`src/rtl/mio_bus_ctrl_pkg.sv`:
```
// Shared definitions for the memory/IO bus controller: FSM encoding,
// the IO address region and the data returned by an aborted IO read.
package mio_bus_ctrl_pkg;

  localparam logic [1:0] ST_IDLE_ENC     = 2'd0;
  localparam logic [1:0] ST_RAM_WAIT_ENC = 2'd1;
  localparam logic [1:0] ST_IO_WAIT_ENC  = 2'd2;
  localparam logic [1:0] ST_DONE_ENC     = 2'd3;

  typedef enum logic [1:0] {
    ST_IDLE     = ST_IDLE_ENC,
    ST_RAM_WAIT = ST_RAM_WAIT_ENC,
    ST_IO_WAIT  = ST_IO_WAIT_ENC,
    ST_DONE     = ST_DONE_ENC
  } state_t;

  localparam logic [3:0]  IO_REGION    = 4'hF;
  localparam logic [31:0] BUS_ERR_DATA = 32'hDEADBEEF;

  function automatic logic is_io_addr(input logic [31:0] a);
    return a[31:28] == IO_REGION;
  endfunction

endpackage

```
`src/rtl/mio_bus_ctrl_if.sv`:
```
// CPU, RAM and peripheral signals of the bus controller. The controller
// uses the slave view; the CPU/memory/peripheral environment uses master.
interface mio_bus_ctrl_if #(parameter int RAM_AW = 10);

  logic              MemRead;
  logic              MemWrite;
  logic              CPU_MIO;
  logic [31:0]       addr;
  logic [31:0]       wdata;
  logic [31:0]       rdata;
  logic              MIO_ready;
  logic              bus_err;
  logic              ram_we;
  logic [RAM_AW-1:0] ram_addr;
  logic [31:0]       ram_din;
  logic [31:0]       ram_dout;
  logic              io_rd;
  logic              io_wr;
  logic [27:0]       io_addr;
  logic [31:0]       io_wdata;
  logic [31:0]       io_rdata;
  logic              io_ack;

  modport slave (
    input  MemRead, MemWrite, CPU_MIO, addr, wdata, ram_dout, io_rdata, io_ack,
    output rdata, MIO_ready, bus_err, ram_we, ram_addr, ram_din,
           io_rd, io_wr, io_addr, io_wdata
  );

  modport master (
    output MemRead, MemWrite, CPU_MIO, addr, wdata, ram_dout, io_rdata, io_ack,
    input  rdata, MIO_ready, bus_err, ram_we, ram_addr, ram_din,
           io_rd, io_wr, io_addr, io_wdata
  );

endinterface

```
`src/rtl/mio_wait_cnt.sv`:
```
// Loadable down-counter with a zero flag; shared by the RAM wait-state
// and IO timeout paths of the bus controller.
module mio_wait_cnt #(
  parameter int W = 8
) (
  input  logic         clk,
  input  logic         reset,
  input  logic         load,
  input  logic [W-1:0] load_val,
  input  logic         dec,
  output logic         zero
);

  logic [W-1:0] cnt_reg;

  always_ff @(posedge clk or posedge reset) begin
    if (reset) begin
      cnt_reg <= '0;
    end else if (load) begin
      cnt_reg <= load_val;
    end else if (dec && (cnt_reg != '0)) begin
      cnt_reg <= cnt_reg - 1'b1;
    end
  end

  assign zero = (cnt_reg == '0);

endmodule

```
`src/rtl/mio_bus_ctrl.sv`:
```
// Memory/IO bus controller: decodes CPU strobes to block RAM or the
// peripheral bus, inserts wait states and returns a one-cycle ready.
module mio_bus_ctrl
  import mio_bus_ctrl_pkg::*;
#(
  parameter int RAM_WAIT   = 1,
  parameter int IO_TIMEOUT = 16,
  parameter int RAM_AW     = 10
) (
  input  logic           clk,
  input  logic           reset,
  mio_bus_ctrl_if.slave  bus
);

  localparam logic [7:0] RAM_LOAD = 8'(RAM_WAIT);
  localparam logic [7:0] IO_LOAD  = 8'(IO_TIMEOUT - 1);

  state_t            state_reg, state_next;
  logic              write_reg;
  logic [RAM_AW-1:0] ram_addr_reg;
  logic [31:0]       ram_din_reg;
  logic [31:0]       rdata_reg;
  logic [27:0]       io_addr_reg;
  logic [31:0]       io_wdata_reg;
  logic              io_rd_reg, io_wr_reg;
  logic              bus_err_reg;

  logic       req_valid, req_both;
  logic       accept_ram, accept_io;
  logic       ram_done, io_done, io_expire;
  logic       cnt_load, cnt_dec, cnt_zero;
  logic [7:0] cnt_val;

  mio_wait_cnt #(.W(8)) u_wait_cnt (
    .clk      (clk),
    .reset    (reset),
    .load     (cnt_load),
    .load_val (cnt_val),
    .dec      (cnt_dec),
    .zero     (cnt_zero)
  );

  always_ff @(posedge clk or posedge reset) begin
    if (reset) state_reg <= ST_IDLE;
    else       state_reg <= state_next;
  end

  always_comb begin
    state_next = state_reg;
    cnt_load   = 1'b0;
    cnt_val    = RAM_LOAD;
    cnt_dec    = 1'b0;
    accept_ram = 1'b0;
    accept_io  = 1'b0;
    ram_done   = 1'b0;
    io_done    = 1'b0;
    io_expire  = 1'b0;
    req_valid  = !reset && bus.CPU_MIO && (bus.MemRead ^ bus.MemWrite);
    req_both   = bus.CPU_MIO && bus.MemRead && bus.MemWrite;
    case (state_reg)
      ST_IDLE: begin
        if (req_valid) begin
          cnt_load = 1'b1;
          if (is_io_addr(bus.addr)) begin
            accept_io  = 1'b1;
            cnt_val    = IO_LOAD;
            state_next = ST_IO_WAIT;
          end else begin
            accept_ram = 1'b1;
            state_next = ST_RAM_WAIT;
          end
        end
      end
      ST_RAM_WAIT: begin
        if (cnt_zero) begin
          ram_done   = 1'b1;
          state_next = ST_DONE;
        end else begin
          cnt_dec = 1'b1;
        end
      end
      ST_IO_WAIT: begin
        // An ack in the expiry cycle still completes the access cleanly.
        if (bus.io_ack) begin
          io_done    = 1'b1;
          state_next = ST_DONE;
        end else if (cnt_zero) begin
          io_expire  = 1'b1;
          state_next = ST_DONE;
        end else begin
          cnt_dec = 1'b1;
        end
      end
      ST_DONE:  state_next = ST_IDLE;
      default:  state_next = ST_IDLE;
    endcase
  end

  always_ff @(posedge clk or posedge reset) begin
    if (reset) begin
      write_reg    <= 1'b0;
      ram_addr_reg <= '0;
      ram_din_reg  <= '0;
      rdata_reg    <= '0;
      io_addr_reg  <= '0;
      io_wdata_reg <= '0;
      io_rd_reg    <= 1'b0;
      io_wr_reg    <= 1'b0;
      bus_err_reg  <= 1'b0;
    end else begin
      if (accept_ram || accept_io) write_reg <= bus.MemWrite;
      if (accept_ram) begin
        ram_addr_reg <= bus.addr[RAM_AW+1:2];
        ram_din_reg  <= bus.wdata;
      end
      if (accept_io) begin
        io_addr_reg  <= bus.addr[27:0];
        io_wdata_reg <= bus.wdata;
        io_rd_reg    <= bus.MemRead;
        io_wr_reg    <= bus.MemWrite;
      end
      if (io_done || io_expire) begin
        io_rd_reg <= 1'b0;
        io_wr_reg <= 1'b0;
      end
      if (!write_reg) begin
        if (ram_done)  rdata_reg <= bus.ram_dout;
        if (io_done)   rdata_reg <= bus.io_rdata;
        if (io_expire) rdata_reg <= BUS_ERR_DATA;
      end
      if (io_expire || ((state_reg == ST_IDLE) && req_both)) bus_err_reg <= 1'b1;
    end
  end

  // The RAM sees the live request in the accepting cycle so its synchronous
  // read is already under way when the FSM enters RAM_WAIT.
  assign bus.ram_we    = accept_ram && bus.MemWrite;
  assign bus.ram_addr  = accept_ram ? bus.addr[RAM_AW+1:2] : ram_addr_reg;
  assign bus.ram_din   = accept_ram ? bus.wdata : ram_din_reg;
  assign bus.rdata     = rdata_reg;
  assign bus.MIO_ready = (state_reg == ST_DONE);
  assign bus.bus_err   = bus_err_reg;
  assign bus.io_rd     = io_rd_reg;
  assign bus.io_wr     = io_wr_reg;
  assign bus.io_addr   = io_addr_reg;
  assign bus.io_wdata  = io_wdata_reg;

endmodule
```
`src/flat_wrapper.sv`:
```
// flat-port wrapper written by rule: the top's interface ports become plain ports
module mio_bus_ctrl_flat import mio_bus_ctrl_pkg::*;
#(
  parameter int RAM_WAIT   = 1,
  parameter int IO_TIMEOUT = 16,
  parameter int RAM_AW     = 10
)
  (clk, reset, bus_MemRead, bus_MemWrite, bus_CPU_MIO, bus_addr, bus_wdata, bus_ram_dout, bus_io_rdata, bus_io_ack, bus_rdata, bus_MIO_ready, bus_bus_err, bus_ram_we, bus_ram_addr, bus_ram_din, bus_io_rd, bus_io_wr, bus_io_addr, bus_io_wdata);
  mio_bus_ctrl_if #(.RAM_AW(RAM_AW)) bus_i ();
  input  logic clk;
  input  logic reset;
  input wire logic [$bits(bus_i.MemRead)-1:0] bus_MemRead;
  input wire logic [$bits(bus_i.MemWrite)-1:0] bus_MemWrite;
  input wire logic [$bits(bus_i.CPU_MIO)-1:0] bus_CPU_MIO;
  input wire logic [$bits(bus_i.addr)-1:0] bus_addr;
  input wire logic [$bits(bus_i.wdata)-1:0] bus_wdata;
  input wire logic [$bits(bus_i.ram_dout)-1:0] bus_ram_dout;
  input wire logic [$bits(bus_i.io_rdata)-1:0] bus_io_rdata;
  input wire logic [$bits(bus_i.io_ack)-1:0] bus_io_ack;
  output wire logic [$bits(bus_i.rdata)-1:0] bus_rdata;
  output wire logic [$bits(bus_i.MIO_ready)-1:0] bus_MIO_ready;
  output wire logic [$bits(bus_i.bus_err)-1:0] bus_bus_err;
  output wire logic [$bits(bus_i.ram_we)-1:0] bus_ram_we;
  output wire logic [$bits(bus_i.ram_addr)-1:0] bus_ram_addr;
  output wire logic [$bits(bus_i.ram_din)-1:0] bus_ram_din;
  output wire logic [$bits(bus_i.io_rd)-1:0] bus_io_rd;
  output wire logic [$bits(bus_i.io_wr)-1:0] bus_io_wr;
  output wire logic [$bits(bus_i.io_addr)-1:0] bus_io_addr;
  output wire logic [$bits(bus_i.io_wdata)-1:0] bus_io_wdata;
  assign bus_i.MemRead = bus_MemRead;
  assign bus_i.MemWrite = bus_MemWrite;
  assign bus_i.CPU_MIO = bus_CPU_MIO;
  assign bus_i.addr = bus_addr;
  assign bus_i.wdata = bus_wdata;
  assign bus_i.ram_dout = bus_ram_dout;
  assign bus_i.io_rdata = bus_io_rdata;
  assign bus_i.io_ack = bus_io_ack;
  assign bus_rdata = bus_i.rdata;
  assign bus_MIO_ready = bus_i.MIO_ready;
  assign bus_bus_err = bus_i.bus_err;
  assign bus_ram_we = bus_i.ram_we;
  assign bus_ram_addr = bus_i.ram_addr;
  assign bus_ram_din = bus_i.ram_din;
  assign bus_io_rd = bus_i.io_rd;
  assign bus_io_wr = bus_i.io_wr;
  assign bus_io_addr = bus_i.io_addr;
  assign bus_io_wdata = bus_i.io_wdata;
  mio_bus_ctrl #(.RAM_WAIT(RAM_WAIT), .IO_TIMEOUT(IO_TIMEOUT), .RAM_AW(RAM_AW)) u_core (.clk(clk), .reset(reset), .bus(bus_i));
endmodule
```
`config.mk`:
```
export PLATFORM = sky130hd
export DESIGN_NAME = mio_bus_ctrl_flat
export DESIGN_NICKNAME = d
export VERILOG_FILES = /design/src/rtl/mio_bus_ctrl_pkg.sv /design/src/rtl/mio_bus_ctrl_if.sv /design/src/rtl/mio_wait_cnt.sv /design/src/rtl/mio_bus_ctrl.sv /design/src/flat_wrapper.sv
export SDC_FILE = /design/constraint.sdc
export NUM_CORES = 1
export LEC_CHECK = 0
export BUFFER_PORTS_ARGS = -buffer_cell sky130_fd_sc_hd__buf_2
export CAP_MARGIN = 15
export CORE_ASPECT_RATIO = 1.75
export CORE_MARGIN = 2
export CORE_UTILIZATION = 48
export CTS_CLUSTER_SIZE = 20
export DETAILED_ROUTE_END_ITERATION = 10
export PLACE_DENSITY = 0.9
export SYNTH_ARGS = -nofsm -noshare
export SYNTH_HDL_FRONTEND = slang
export SYNTH_SLANG_ARGS = --single-unit
```
`constraint.sdc`:
```
create_clock -name clk -period 4.7 [get_ports clk]
set_clock_uncertainty 0.05 [all_clocks]
set_input_delay 0.235 -clock clk [delete_from_list [all_inputs] [get_ports clk]]
set_output_delay 0.235 -clock clk [all_outputs]
set_load 0.1 [all_outputs]
```
### After elaboration in Yosys (flattened, before gate mapping)

Cells that the tools add are included.

| operators by class | value |
|---|---|
| add/sub/neg operators | 1 |
| equality and inequality tests | 5 |
| mux-type cells | 36 |
| bitwise gates (word level) | 2 |
| reduce and logical (&&, ||, !) cells | 18 |

Operators by type and width:

| kind | count |
|---|---|
| 2-to-1 mux 32 bit | 4 |
| 2-to-1 mux 8 bit | 4 |
| 2-to-1 mux 1 bit | 20 |
| 2-to-1 mux 10 bit | 1 |
| zero test 8 bit | 1 |
| 2-to-1 mux 2 bit | 4 |
| case mux 2 bit (4 select lines) | 1 |
| nonzero test 8 bit | 1 |
| subtractor 8 x 1 -> 8 bit, second input constant | 1 |
| logical AND 1 bit | 7 |
| == test 2 bit, second input constant | 2 |
| == test 4 bit, second input constant | 1 |
| 2-to-1 mux 4 bit | 1 |
| nonzero test 2 bit | 2 |
| logical OR 1 bit | 3 |
| nonzero test 3 bit | 1 |
| == test 2 x 1 -> 1 bit, second input constant | 1 |
| zero test 2 bit | 1 |
| != test 2 x 1 -> 1 bit, second input constant | 1 |
| case mux 1 bit (2 select lines) | 1 |
| AND reduction 2 bit | 1 |
| zero test 1 bit | 1 |
| NOT 1 bit | 1 |
| bitwise XOR 1 bit | 1 |

| word-level totals | value |
|---|---|
| flip-flop bits (word level) | 148 |
| input port bits | 134 |
| output and inout bits | 139 |

### Longest topological paths before layout

Gate-level depths: netlist of the first run.

| depth | value |
|---|---|
| word-level depth | 7 |
| gate-level depth with buffers | 7 |

### By module

From an unflattened synthesis of the first run, not the netlist that was laid out.

| unflattened totals | value |
|---|---|
| cell total of the unflattened synthesis | 494 |
| area total of the unflattened synthesis | 6,590.1 um2 |

By module, submodules not included:

| module | instances | cells an instance | area an instance (um2) |
|---|---|---|---|
| mio_bus_ctrl | 1 | 441 | 6,094.6 |
| mio_wait_cnt | 1 | 53 | 495.5 |

### Worst setup path before layout of the first run

No wires, ideal clock.

| path | value |
|---|---|
| path type | register to output |
| start | register u_core.state_reg[0] |
| end | output port bus_ram_we |
| arrival time | 2,729 ps |
| data required time | 4,415 ps |
| setup slack | 1,686 ps |
| cell stages (with the launch flop) | 7 |
| buffers on the path | 1 |
| cell sequence | dfrtp_1 inv_1 ha_1 and3b_1 nand3_1 clkbuf_1 nor2_1 |

| between the ends | value |
|---|---|
| cells in the longest elaborated chain, start to end | 3 |

Ends and longest elaborated chain:

| element | RTL line | RTL |
|---|---|---|
| start, declared | mio_bus_ctrl.sv:18 | `state_t state_reg, state_next;` |
| start signal, assigned | mio_bus_ctrl.sv:45 | `else state_reg <= state_next;` |
| zero test 2 bit | mio_bus_ctrl.sv:60 | `case (state_reg)` |
| 2-to-1 mux 1 bit | mio_bus_ctrl.sv:60 |  |
| logical AND 1 bit | mio_bus_ctrl.sv:137 | `assign bus.ram_we = accept_ram && bus.MemWrite;` |
| end, declared | flat_wrapper.sv:23 | `output wire logic [$bits(bus_i.ram_we)-1:0] bus_ram_we;` |

Every way passes these cells.

### Worst setup path after layout of the first run

| path | value |
|---|---|
| start | register u_core.state_reg[0] |
| end | output port bus_ram_addr[4] |

| between the ends | value |
|---|---|
| cells in the longest elaborated chain, start to end | 3 |

Ends and longest elaborated chain:

| element | RTL line | RTL |
|---|---|---|
| zero test 2 bit | mio_bus_ctrl.sv:60 |  |
| 2-to-1 mux 1 bit | mio_bus_ctrl.sv:60 |  |
| 2-to-1 mux 10 bit | mio_bus_ctrl.sv:138 | `assign bus.ram_addr = accept_ram ? bus.addr[RAM_AW+1:2] : ram_addr_reg;` |
| end, declared | flat_wrapper.sv:24 | `output wire logic [$bits(bus_i.ram_addr)-1:0] bus_ram_addr;` |

Every way passes these cells.

==> metrics list, run 1 <==
- The initial antenna violation count is 0.
- Relative slew margins: 22.4%
- In this run, placement finished with an instance count of 858.
- Share of the synthesized area in compound gates (AO/OA/AOI/OAI): 8.81%
- Clock latency on the worst-skew pair, taken at its later pin, is 0.41 ns.
- For this run, the slowest stage of the critical path takes 0.63 ns.
- The core region is ~13000 sq um.
* Sum of routed wire length over all layers: between 15000 and 20000 um
- TritonCTS built the clock tree.
- Yosys mapped the design onto slightly above 40 distinct sky130hd cell types.
* Netlist Area Pre-Place: 6310 sq um
- Number of enable-type register cells in the synthesized netlist: 0
- Total Neg Setup Slack: 0 ns
- After synthesis the netlist holds a flip-flop and latch count of 148.
- In this run the horizontal extent of the chip is approximately 90 um.
- Largest family of logic cells by synthesized area: multiplexers
- Synthesis produced a netlist with a net count of 572.
- Average cell area after synthesis: 14.6 sq um
- At the pin with the least slew margin, the transition time is between 1 and 1.5 ns.
- Vias in the first global route: 5146
* Final Net Count: 857
- Hold Vio Cnt, Final: 0
- Total die area: ~14000 sq um
- The clock tree synthesis step divided the H-tree into 4 levels.
* Ratio of cells with drive above 1 in the final layout: 60.8%
- Total of endpoints with negative setup slack in the final report: 0
- Yosys printed 0 warnings.
* Starting density of the core: 49.0%
- Final Max Tran Viols: 0
- Top flip-flop cell by instance count after synthesis: sky130_fd_sc_hd__dfrtp_1
- Pin count of the biggest net entering global routing: 111
- Highest-delay cell along the critical path: sky130_fd_sc_hd__nand3_2
* Portion of netlist area occupied by mux cells: 24.1%
- Clock Path Buffers: 2
- Relative to the synthesized area, the layout overhead comes to 35.5%.
- Row generation in the floorplan step produced 55 rows.
- During placement, the flow inserted port buffers numbering 272.
- Leftover overflow at the end of global routing: 0
* Drt drc: 0
* Peak Freq: 274 MHz
* Number of filler cells placed in the layout: 944
- The tree is rooted in a sky130_fd_sc_hd__clkbuf_16.
* Critical Path Fanout Max: 31
- Final period util: 77.7%
- Data on the critical path is required at its endpoint by 4.41 ns.
- The clock net in this run drives a total of 148 sinks.
* Vias after detailed routing: 4711
- Endpoint class of the critical path: primary output
- Of the total synthesized cell area, the portion taken by AND, OR, NAND and NOR gates is slightly above 4%.
* Clock input transition at the sequential cells of the worst setup and hold paths: 0.07 ns
- Startpoint-to-endpoint class of the critical path: flop to primary output
* Class of the tightest hold or removal check: input pin to asynchronous set/reset pin
- STA classifies the critical path startpoint as a flop.
* Unrepaired setup endpoints after global routing: false
- Worst setup margin: 1.05 ns
* Count of maximum capacitance violations: 0
- The run finished with clean final reports.
- The detail route stage leaves a number of antenna-violating nets equal to 0.
- Share of the synthesized netlist area taken by xor and xnor gates: 0.417%
- In the synthesized netlist, the number of instances is about 430.
* I/O pin cnt: 273
* Number of diodes added for antenna fixing: 0
- Share of flip-flops with an asynchronous set or reset after synthesis: 100%
- Cells along the critical path: inv_1 > ha_1 > and3b_1 > nand3_2 > buf_4 > mux2_2 > buf_2
- Seq/Total Area, Yosys: 58.7%
- First-pass GRT wire length: 24700 um
- The synthesized netlist devotes 1.19% of its cell area to adder and majority cells.
- STA puts the critical path data arrival time at 3.36 ns.
- WL/cell: between 15 and 20 um
* Router iterations before antenna repair: 5
- Die extent in y: ~160 um
- Dividing the detail-routed via count by the number of cells gives 5.23.
- Total global-route track usage: 21.8%
- The worst path needs 3.65 ns of the cycle, external delays included.
* Final non-filler cell total: 900
* Final HPWL from detailed placement: 11400 um
* Starting DRT DRC Count: 120
* Number of buffers created by CTS: 17
- Placement-stage worst setup slack: approximately 1.5 ns
- Setup bufs post-CTS: 0
- Routability congestion estimate from global placement: 0.819
-- critical path: cells and delay by family (launching register included) --
family / cells / cell delay (ns)
adders and majority gates: 1 / 0.30
buffers and inverters: 3 / 1.06
DFF: 1 / 0.43
muxes: 1 / 0.27
and+or+nand+nor: 2 / 0.87
-- cells by family (layout without fill, tap and decap cells) --
kind of cell | after synthesis | count (layout)
simple gates | 46 | 46
flops | 148 | 148
xor+xnor | 3 | 3
buf+inv | 38 | 335
fa+ha+maj | 6 | 6
mux | 139 | 139
compound gates | 52 | 52
-- metal layers --
metal / vias up / share of wire (%) / GRT usage, % / routed length (um)
met5: - / 0 / 0 / 0
met4: 0 / 1.8 / 8.13 / 269
met2: 194 / 57 / 42.6 / 8770
met1: 2358 / 35 / 21.9 / 5410
li1: 2138 / - / - / -
met3: 21 / 5.9 / 5.36 / 904
-- cell usage after synthesis, types with 6 or more instances --
cell type | number | area share (%)
sky130_fd_sc_hd__o22ai_1 | 8 | 0.79
sky130_fd_sc_hd__dfrtp_1 | 148 | 59
sky130_fd_sc_hd__mux2_2 | 102 | 18
sky130_fd_sc_hd__ha_1 | 6 | 1.2
sky130_fd_sc_hd__a2bb2oi_2 | 22 | 5.2
sky130_fd_sc_hd__o21ai_0 | 6 | 0.48
sky130_fd_sc_hd__mux2i_1 | 37 | 5.9
sky130_fd_sc_hd__buf_2 | 7 | 0.56
sky130_fd_sc_hd__nor2_1 | 10 | 0.60
sky130_fd_sc_hd__clkbuf_1 | 10 | 0.60
sky130_fd_sc_hd__nand2_1 | 10 | 0.60
sky130_fd_sc_hd__inv_1 | 17 | 1.0
-- layout by cell type, fill, tap and decap left out, drive strengths merged, types with 3 or more instances in the layout --
master and instances:
mux2 102, clkbuf 19, nor3 3, dlygate4sd3 10, a2bb2oi 24, clkinvlp 3
nand2b 4, nand2 10, o21ai 6, nor2 10, o22ai 8, inv 23
buf 277, ha 6, or3 5, dfrtp 148, mux2i 37, nor4 3
-- stage by stage --
step	utilization, %	hold slack [ns]	instance area, sq um
2_1_floorplan	-	0.337	6310
3_3_place_gp	60.8	0.416	7820
3_5_place_dp	60.8	0.424	7820
4_1_cts	66.1	0.00110	8510
5_1_grt	66.4	0.00291	8540
6_report	66.4	0.0159	8540
-- timing repair --
| item | CTS | global route |
|---|---|---|
| resized for setup | 0 | 0 |
| endpoints found under the hold margin | 9 | 1 |
| hold buffers | 9 | 1 |
-- path summary, 6_finish.rpt --
path / startpoint / end / slack (ns) / cells past startpoint
max: u_core.state_reg[0] / bus_ram_addr[4] / 1.05 / 7
min: reset / u_core.state_reg[0] / 0.02 / 2
max reg2reg: u_core.state_reg[0] / u_core.bus.rdata[20] / 1.66 / 5
min reg2reg: u_core.ram_din_reg[3] / u_core.ram_din_reg[3] / 0.44 / 1
max in group asynchronous: reset / u_core.ram_din_reg[31] / 3.49 / 3
min in group clk: bus_addr[12] / u_core.bus.io_addr[12] / 0.02 / 2
-- layout make-up --
class | count | area (sq um) | share of cell area (%)
flip-flops and latches | 148 | 3700 | 43.3
clock buffers | 19 | 453 | 5.30
repair buffers | 287 | 1520 | 17.8
inverters | 17 | 68.8 | 0.805
multi-input cells | 246 | 2440 | 28.6
well taps | 171 | 214 | 2.50
clock inverters | 12 | 144 | 1.68
Power of run 1 is not shown: default switching activity piles up to over one toggle a cycle in this logic, so the estimate is an artifact.
==> inputs of run 2 (changes only) <==
==> constraint.sdc (replaced) <==
create_clock -name clk -period 3.5 [get_ports clk]
set_clock_uncertainty 0.05 [all_clocks]
set_input_delay 0.175 -clock clk [delete_from_list [all_inputs] [get_ports clk]]
set_output_delay 0.175 -clock clk [all_outputs]
set_load 0.1 [all_outputs]
==> run 2 against run 1 <==
Compared with the run above:
- sequential share of layout area decreased by 3.1 points
- sequential cell count unchanged
- global-route usage increased by 3.2 points
- wire length increased by 14%
- first-iteration DRC count increased by 43%
- cell count increased by 7.7%
- non-clock buffer count increased by 68
- core utilization increased by 5.1 points
==> metrics list, run 2 (synthesis results as in run 1) <==
* Starting DRT DRC Count: 172 (was 120)
* H-tree depth: 4 (unchanged)
* Endpoint class of the critical path: primary output (unchanged)
- The die footprint was 14100 sq um (unchanged).
* Clock Latency Late Sink: 0.40 ns (was 0.41 ns)
- CP Launch Type: flop (unchanged)
- The final hold slack came to 0.0109 ns (was 0.0159 ns).
- Cells on worst reg2reg path: 7 (was 5)
* Leftover overflow at the end of global routing: 0 (unchanged)
- Startpoint-to-endpoint class of the critical path: flop to primary output (unchanged)
* Number of buffer cells added on primary ports: 272 (unchanged)
- Clock input transition at the sequential cells of the worst setup and hold paths: 0.06 ns (was 0.07 ns)
* CORE AREA: 12900 sq um (unchanged)
- Storage element area: 3700 sq um (unchanged)
* Final Max Tran Viols: 0 (unchanged)
- The count of boundary I/O pins is 273 (unchanged).
* Router iterations before antenna repair: 4 (was 5)
* Vias in the first global route: 5573 (was 5146)
* Critical Path Fanout Max: 37 (was 31)
* Starting density of the core: 49.0% (unchanged)
- Number of buffers created by CTS: 17 (unchanged)
- The post-placement worst setup slack is 0.881 ns (was 1.52 ns).
* Worst Hold Path Cells: 2
- Leading cell types in the layout, fill and taps excluded: sky130_fd_sc_hd__buf_2, sky130_fd_sc_hd__dfrtp_1, sky130_fd_sc_hd__mux2_2 (unchanged)
* Final Net Count: 925 (was 857)
- Outcome: completed (unchanged)
* Die extent in y: 156 um (unchanged)
* Finished Cell Area: 9200 sq um (was 8540 sq um)
* Class of the tightest hold or removal check: input pin to flop (was input pin to asynchronous set/reset pin)
* Hold Vio Cnt, Final: 0 (unchanged)
- Final HPWL from detailed placement: 11500 um (was 11400 um)
* Antenna violations before repair: 0 (unchanged)
- Master cell of the clock root buffer: sky130_fd_sc_hd__clkbuf_16 (unchanged)
- Drt drc: 0 (unchanged)
- Routability congestion estimate from global placement: 0.789 (was 0.819)
- Data required, critical path: 3.27 ns (was 4.41 ns)
- Peak Freq: 325 MHz
* Most common cell after layout, fill and taps aside: sky130_fd_sc_hd__buf_2 (unchanged)
- Tmin final: about 3.1 ns
- The count of max-cap constraint violations was 0 (unchanged).
- The overall die width was 90.7 um (unchanged).
- The critical path data arrival time came to 2.85 ns (was 3.36 ns).
- Number of diodes added for antenna fixing: 0 (unchanged)
- Detail-routed via count per cell: 5.19 (was 5.23)
* Standard-cell rows: 55 (unchanged)
- Clk sinks: 148 (unchanged)
- The transition time of the tightest slew-check pin was 0.848 ns (was 1.16 ns).
* Clock Path Buffers: 2 (unchanged)
* Total global-route track usage: 25.0% (was 21.8%)
* Relative slew margins: 43.5% (was 22.4%)
- Sum of routed wire length over all layers: 17400 um (was 15400 um)
- The routed length per placed instance came to 18.0 um (was 17.1 um).
* Post-DRT Antenna Nets: 0 (unchanged)
- Unrepaired setup endpoints after global routing: false (unchanged).
- Final period util: 87.9%
- The first-pass GRT wire length was 27900 um (was 24700 um).
- Number of gates resized after cts: 0 (unchanged)
- The setup total negative slack was 0 ns (unchanged).
- The pin count of the biggest net entering global routing is 61 (was 111).
* Ratio of cells with drive above 1 in the final layout: 55.9% (was 60.8%)
- Vias after detailed routing: 5027 (was 4711)
- The cell area after placement was 7870 sq um (was 7820 sq um).
- Worst setup margin: 0.425 ns (was 1.05 ns)
- The setup violation total in the final timing report was 0 (unchanged).
- Clock tree from TritonCTS: built (unchanged)
- Number of filler cells placed in the layout: 841 (was 944)
- The footprint of the multi-input gates came to 2440 sq um (unchanged).
* Syn-to-layout area delta: 45.9% (was 35.5%)
==> run 2: cell types whose count changed in the layout (fill, tap and decap cells not counted), sizes merged <==
cell,previous run,this run
dlygate4sd3,10,74
buf,277,281
clkinvlp,3,6
inv,23,21
clkbuf,19,20
clkinv,1,0
==> run 2: area by class of cell <==
| type | instances | share of cell area [%] |
|---|---|---|
| clock buffer | 20 | 4.86 |
| timing repair buffer | 355 | 23.7 |
| sequential | 148 | 40.3 |
| tap | 171 | 2.33 |
| inverter | 17 | 0.734 |
| clock inverter | 12 | 1.56 |
| multi-input combinational | 246 | 26.5 |
==> run 2: critical path, cell delays in order, from the launching register on <==
cell and delay (ns):
sky130_fd_sc_hd__dfrtp_1 0.43, sky130_fd_sc_hd__inv_1 0.14, sky130_fd_sc_hd__ha_1 0.27, sky130_fd_sc_hd__and3b_1 0.24, sky130_fd_sc_hd__nand3_2 0.31, sky130_fd_sc_hd__buf_12 0.30, sky130_fd_sc_hd__mux2_2 0.28, sky130_fd_sc_hd__buf_2 0.43
==> run 2: final timing paths <==
kind	slack [ns]	to	startpoint
min in group asynchronous	0.35	u_core.ram_din_reg[20]	reset
worst min-delay path	0.01	u_core.bus.io_addr[11]	bus_addr[11]
max in group asynchronous	1.93	u_core.ram_addr_reg[8]	reset
worst max-delay path	0.42	bus_ram_din[2]	u_core.state_reg[1]
worst max register to register	0.87	u_core.bus.rdata[24]	u_core.u_wait_cnt.cnt_reg[0]
worst min register to register	0.44	u_core.ram_addr_reg[9]	u_core.ram_addr_reg[9]
==> run 2: layer usage <==
metal / vias up / share of wire, % / wire length, um / track usage (%)
li1: 2271 / - / - / -
met1: 2495 / 34 / 6020 / 25.1
met2: 225 / 57 / 10000 / 48.4
met3: 36 / 5.7 / 988 / 6.28
met4: 0 / 2.5 / 431 / 10.3
met5: - / 0 / 0 / 0
==> run 2: metrics by stage <==
stage / utilization (%) / cells
2_1_floorplan: - / 432
3_3_place_gp: 61.1 / 863
3_5_place_dp: 61.1 / 863
4_1_cts: 71.4 / 968
5_1_grt: 71.5 / 969
6_report: 71.5 / 969
==> run 2: repair_timing <==
item,CTS,global route
hold buffers,73,1
buffers inserted,0,0
setup endpoints to repair,0,0
endpoints found under the hold margin,124,1
Power of run 2 is left out for the same reason.
